--- src/rtl/imem_loader.sv ---
// imem_loader: UART byte-stream loader that writes little-endian 32-bit words into instruction memory and holds the CPU while loading (ports: clk, i_rst active-low sync, i_rx_data/i_rx_valid in; o_din/o_addr/o_wen to imem; o_cpu_hold, o_done, o_err status; optional IMEM_LOADER_TIMEOUT_EN adds an inter-byte timeout)
module imem_loader #(
  parameter int IMEM_ADDR_WIDTH = 10,
  parameter int IMEM_DATA_WIDTH = 32,
  parameter int NB_BYTE = 8,
  parameter int NB_COUNT = 16,
  parameter int TIMEOUT_CYCLES = 1000000
) (
  input  logic                       clk,
  input  logic                       i_rst,
  input  logic [NB_BYTE-1:0]         i_rx_data,
  input  logic                       i_rx_valid,
  output logic [IMEM_DATA_WIDTH-1:0] o_din,
  output logic [IMEM_ADDR_WIDTH-1:0] o_addr,
  output logic                       o_wen,
  output logic                       o_cpu_hold,
  output logic                       o_done,
  output logic                       o_err
);
  typedef enum logic [2:0] {IDLE, CNT_LO, CNT_HI, DATA, DONE, ERR} state_t;
  localparam int CW = NB_COUNT + 1;
  localparam logic [CW-1:0] CAP = CW'(2 ** (IMEM_ADDR_WIDTH - 2));
  localparam int WW = IMEM_DATA_WIDTH - NB_BYTE;
  if (IMEM_DATA_WIDTH != 32 || TIMEOUT_CYCLES < 1) begin : g_bad_cfg
    $error("imem_loader: unsupported configuration");
  end
  state_t state, state_n;
  logic [NB_BYTE-1:0] cnt_lo;
  logic [NB_COUNT-1:0] count;
  logic [CW-1:0] word_idx, n_new;
  logic [1:0] byte_idx;
  logic [WW-1:0] word;
  logic last, to;
  assign n_new = CW'({i_rx_data, cnt_lo});
  assign last = byte_idx == 2'd3 && word_idx + 1'b1 == CW'(count);
  assign o_done = state == DONE;
  assign o_err = state == ERR;
  assign o_cpu_hold = state != IDLE;
`ifdef IMEM_LOADER_TIMEOUT_EN
  localparam int TW = $clog2(TIMEOUT_CYCLES + 1);
  logic [TW-1:0] tmr;
  always_ff @(posedge clk)
    tmr <= (!i_rst || i_rx_valid || !(state inside {CNT_LO, CNT_HI, DATA})) ? '0 : tmr + 1'b1;
  assign to = tmr == TW'(TIMEOUT_CYCLES);
`else
  assign to = 1'b0;
`endif
  always_comb begin
    state_n = state;
    case (state)
      IDLE:    state_n = (i_rx_valid && i_rx_data == NB_BYTE'(8'hA5)) ? CNT_LO : IDLE;
      CNT_LO:  state_n = i_rx_valid ? CNT_HI : to ? ERR : CNT_LO;
      CNT_HI:  state_n = !i_rx_valid ? (to ? ERR : CNT_HI) : n_new == '0 ? DONE : n_new > CAP ? ERR : DATA;
      DATA:    state_n = i_rx_valid ? (last ? DONE : DATA) : to ? ERR : DATA;
      default: state_n = IDLE;
    endcase
  end
  always_ff @(posedge clk) begin
    if (!i_rst) begin
      state <= IDLE;
      cnt_lo <= '0;
      count <= '0;
      word_idx <= '0;
      byte_idx <= '0;
      word <= '0;
      o_din <= '0;
      o_addr <= '0;
      o_wen <= 1'b0;
    end else begin
      state <= state_n;
      o_wen <= 1'b0;
      if (state == CNT_LO && i_rx_valid) cnt_lo <= i_rx_data;
      if (state == CNT_HI && i_rx_valid) begin
        count <= NB_COUNT'({i_rx_data, cnt_lo});
        word_idx <= '0;
        byte_idx <= '0;
      end
      if (state == DATA && i_rx_valid) begin
        byte_idx <= byte_idx + 1'b1;
        word <= {i_rx_data, word[WW-1:NB_BYTE]};
        if (byte_idx == 2'd3) begin
          o_wen <= 1'b1;
          o_din <= {i_rx_data, word};
          o_addr <= {word_idx[IMEM_ADDR_WIDTH-3:0], 2'b00};
          word_idx <= word_idx + 1'b1;
        end
      end
    end
  end
endmodule

--- config.mk ---
export PLATFORM = sky130hd
export DESIGN_NAME = imem_loader
export DESIGN_NICKNAME = d
export VERILOG_FILES = /design/src/rtl/imem_loader.sv
export SDC_FILE = /design/constraint.sdc
export NUM_CORES = 1
export LEC_CHECK = 0
export CAP_MARGIN = 40
export CELL_PAD_IN_SITES_DETAIL_PLACEMENT = 0
export CELL_PAD_IN_SITES_GLOBAL_PLACEMENT = 1
export CORE_MARGIN = 10
export CORE_UTILIZATION = 41
export DETAILED_ROUTE_END_ITERATION = 7
export GPL_ROUTABILITY_DRIVEN = 0
export PLACE_DENSITY_LB_ADDON = 0.1
export SETUP_SLACK_MARGIN = 0.15
export SLEW_MARGIN = 20
export SYNTH_ARGS = -nofsm -noshare
export SYNTH_HDL_FRONTEND = slang
export SYNTH_SLANG_ARGS = --single-unit
--- constraint.sdc ---
create_clock -name clk -period 2.6 [get_ports clk]
set_input_delay 0.26 -clock clk [delete_from_list [all_inputs] [get_ports clk]]
set_output_delay 0.26 -clock clk [all_outputs]
set_load 0.1 [all_outputs]
# After elaboration in Yosys (flattened, before gate mapping)
# Index checks and enable logic that the tools add are counted.
op_classes:
  add_sub_neg: 2
  mul: 0
  div_mod_pow: 0
  order_cmp: 1
  eq_ne: 8
  shift: 0
  muxes: 14
  bitwise_logic: 0
  reduce_logical: 11
ops:
  columns: ["cell", "n"]
  rows:
  - ["17-bit 2-to-1 mux", 3]
  - ["17-bit by 1-bit adder with 17-bit output, second input constant", 1]
  - ["17-bit by 16-bit == test with 1-bit output", 1]
  - ["17-bit zero test", 1]
  - ["16-bit by 9-bit greater-than comparator with 1-bit output, second input constant", 1]
  - ["3-bit 2-to-1 mux", 5]
  - ["3-bit case mux with 4 select lines", 1]
  - ["8-bit == test, second input constant", 1]
  - ["3-bit by 2-bit == test with 1-bit output, second input constant", 2]
  - ["3-bit == test, second input constant", 2]
  - ["2-bit 2-to-1 mux", 3]
  - ["1-bit logical AND", 5]
  - ["2-bit AND reduction", 2]
  - ["3-bit by 1-bit == test with 1-bit output, second input constant", 1]
  - ["3-bit zero test", 1]
  - ["3-bit nonzero test", 1]
  - ["2-bit by 1-bit adder with 2-bit output, second input constant", 1]
  - ["2-bit == test, second input constant", 1]
  - ["1-bit 2-to-1 mux", 2]
  - ["2-bit nonzero test", 1]
totals:
  register_bits: 111
  latch_bits: 0
  ramBits: 0
  mem_bits_ro: 0
  output_inout_bits: 46
  word_cells: 45
  mem_count: 0

# Longest topological paths before layout
depth:
  ltp_word: 6
  mapped_depth: 9
  mapped_depth_nobuf: 8

# Least setup slack after synthesis
# OpenSTA, ideal clock, no wires.
synth_timing:
  kind: "register to output"
  from: "register state[0]"
  to: "output o_err"
  arrival_ns: 2.771
  t_required_ns: 2.340
  slack_ns: -0.431
  stages_incl_launch_ff: 4
  n_path_buf: 1
  cell_sequence: "dfxtp_1 -> buf_2 -> inv_1 -> nor3b_1"
synth_between:
  elab_chain_len: 1
synth_rtl:
  columns: ["item", "line", "rtl"]
  rows:
  - ["start: declaration", "27", "state_t state, state_n;"]
  - ["start signal: assignment", "70", "state <= state_n;"]
  - ["3-bit == test", "37", "assign o_err = state == ERR;"]
  - ["end: declaration", "18", "output logic o_err"]
# Every way passes these cells.

# Worst setup path after layout
layout_timing:
  from: "register word_idx[5]"
  to: "register state[0]"
layout_between:
  elab_chain_len: 6
layout_rtl:
  columns: ["item", "line", "rtl"]
  rows:
  - ["start: declaration", "30", "logic [CW-1:0] word_idx, n_new;"]
  - ["start signal: assignment", "85", "word_idx <= word_idx + 1'b1;"]
  - ["17-bit by 1-bit adder with 17-bit output", "35", "assign last = byte_idx == 2'd3 && word_idx + 1'b1 == CW'(count);"]
  - ["17-bit by 16-bit == test with 1-bit output", "35", null]
  - ["1-bit logical AND", "35", null]
  - ["3-bit 2-to-1 mux (2 in a row)", "54", "DATA: state_n = i_rx_valid ? (last ? DONE : DATA) : to ? ERR : DATA;"]
  - ["3-bit case mux with 4 select lines", "50", "case (state)"]
# Every way passes these cells.
# A chain may end at the register's enable or synchronous reset.

==> results.cfg <==
[min_path]
hp-class = flop to flop
min-delay-start = word[1]

[timing]
setup_viol_count_final = 0
slew_headroom_pct = 54.8
hold_viol_final = 0
grt_setup_unrepaired = false
tns_ns = 0
layout_setup_ws_ns = 0.330
fmax_mhz = 440
period_minus_slack_ns = 2.27
skew_ns = 0.00551
worst_pin_slew_ns = 0.677
fin_crit_sh_pct = 87.3
final-max-slew-violation-count = 0

[placed_design]
dp_hpwl_mm = 8.96
place_ws_ns = 0.324
dp.cells = 783
port_buffers = 54

[worst_setup_path]
critPathRequiredTime_ns = 2.83
critical_path.endpoint_type = flop
worstReg2RegStart = word_idx[5]
criticalPathCategory = flop to flop
crit_slowest_cell = dfxtp_1
cp_slowest_stage_delay_ns = 0.54
crit_family = simple AND/OR/NAND/NOR gates
cp_max_fo = 9
cpMostUsedCell = nor4_2
cp-start-kind = flop
arrival_ns = 2.50
crit_chain = nand3_4 -> nor3_4 -> xnor2_1 -> nor4_2 -> nand4_1 -> nor4_2 -> o22ai_1
cp-startpoint = word_idx[5]
cp.buffers_inverters = 0

[drt]
routed_wl_mm = 12.8
first_pass_iters = 4
drc = 0
initialDrtViolationCount = 205
vias_per_cell = 5.21
wire_per_inst_um = 16.0
dr_total_vias = 4160
drt.antenna.violating_nets = 0

[yosys]
yosys_register_bits = 111
synth_area_um2 = 4730
synth-async-reset-ratio_pct = 0
syn_avg_cell_area_um2 = 7.80
synth-edff-count = 0
synth_cell_type_count = 49
synth_warnings = 0
synth_ff_type = dfxtp_1
synthCells = 607
ys_seq_area_share_pct = 46.9

[finish]
syn2layout_area_growth_pct = 19.4
nNetsFinal = 664
antennaDiodeCount = 0
layout_common_cells = nand2_1 (198), dfxtp_1 (111), a21oi_1 (95)
nFillCells = 1150
seq_area_um2 = 2220
finalNonFillerCells = 799
multi_input_area_um2 = 2320
final_common_cell = nand2_1
final_layout_size_suffix_gt1_share_pct = 14.8

[floorplan]
initial_core_util_pct = 41.6
fp-row-count = 39
fp.dieArea_um2 = 16200
io_pins = 57
die_x_um = 127
die_h_um = 127
core_area_um2 = 11400

[flow_run]
cap_violations = 0

[outcome]
outcome = completed

[clocking]
cts_sinks = 111
clockRootBuffer = clkbuf_16
h-tree-depth = 3
cts-hold-fix-buffers = 0
clk_pin_slew_worst_paths_ns = 0.07
clockBufferDepth = 2
cts_buffers = 9
clk_latency_ns = 0.36
cts_tree = built

[power]
ir_worst_vdd_uv = 442
power.density_nw_per_um2 = 562
p_leak_nw = 2.03

[global_route]
grt_pass1_vias = 4102
grt_max_degree = 48
antenna_found_initial = 0
grt_pass1_wl_mm = 21.0
overflow = 0
track_usage_pct = 16.0
## synth_stat cells, drive strengths merged (6+ instances only)
master  count  area (um2)
nand4       7        58.8
xor2        8        70.1
a21boi     13        97.6
nand3       9        62.6
o21ai      14        70.1
xnor2      21         184
buf        15        97.6
nor3       11        71.3
dfxtp     111        2220
nor4        6        50.0
nand2     200         753
nor2       21        81.3
a21oi      95         475
clkbuf     28         105
## worst paths after layout
check,end,slack (ns),depth (start not counted)
setup / recovery,state[0],0.33,7
hold / removal,o_din[1],0.46,2
setup reg to reg,state[0],0.33,7
hold reg to reg,o_din[1],0.46,2
## flip-flops by register name, summed over array words and instances (netlist names)
register and flops:
o_din 32, word 24, word_idx 17, count 16, cnt_lo 8, o_addr 8
state 3, byte_idx 2, o_wen 1
## area by class of cell
type                       instances  area share, %
multi-input combinational        449           41.0
inverter                           5          0.332
clock buffer                      11           4.47
sequential                       111           39.3
tap                              143           3.17
timing repair buffer              75           10.9
clock inverter                     5          0.841
## power by group
group | switching, mW | internal [mW] | total [mW]
Combinational | 0.0651 | 0.0306 | 0.0957
Sequential | 0.000205 | 1.70 | 1.70
Clock | 0.661 | 0.722 | 1.38
Total | 0.726 | 2.45 | 3.18
## timing repair
item | in CTS | in global routing
endpoints found under the setup margin | 0 | 3
setup buffers | 0 | 0
endpoints found under the hold margin | 0 | 0
resized for setup | 0 | 2
## tightest hold or removal path, cell delays in order, from the launching register on
cell     delay (ns)
dfxtp_1        0.31
nand2_1        0.05
a21oi_1        0.05
## stage by stage
stage          hold WS [ns]  util, %  instance area, um2  power (mW)
2_1_floorplan         0.396        -                4750        1.78
3_3_place_gp          0.445     47.0                5340        1.84
3_5_place_dp          0.445     47.0                5340        1.84
4_1_cts               0.455     49.6                5640        3.22
5_1_grt               0.481     49.7                5650        3.29
6_report              0.456     49.7                5650        3.18
## metal layers
| metal | part of all wire [%] | global-route usage, % | vias to the layer above | wire length [um] |
|---|---|---|---|---|
| met2 | 49 | 26.5 | 73 | 6250 |
| met4 | 2.1 | 6.10 | 0 | 263 |
| li1 | - | - | 2099 | - |
| met5 | 0 | 0 | - | 0 |
| met1 | 45 | 18.9 | 1969 | 5720 |
| met3 | 4.3 | 4.92 | 19 | 546 |
## kinds of logic (layout without fill, tap and decap cells)
kind of cell,count (synthesis),after routing,synth area share [%]
other,1,2,0.0792
AOI/OAI and AO/OA,136,136,15.7
DFF,111,111,46.9
xor gates and xnor gates,29,29,5.37
buffers and inverters,48,96,4.68
and+or+nand+nor,280,280,26.7
adders and majority gates,2,2,0.529
No activity file was read; power rests on OpenSTA's default activity.
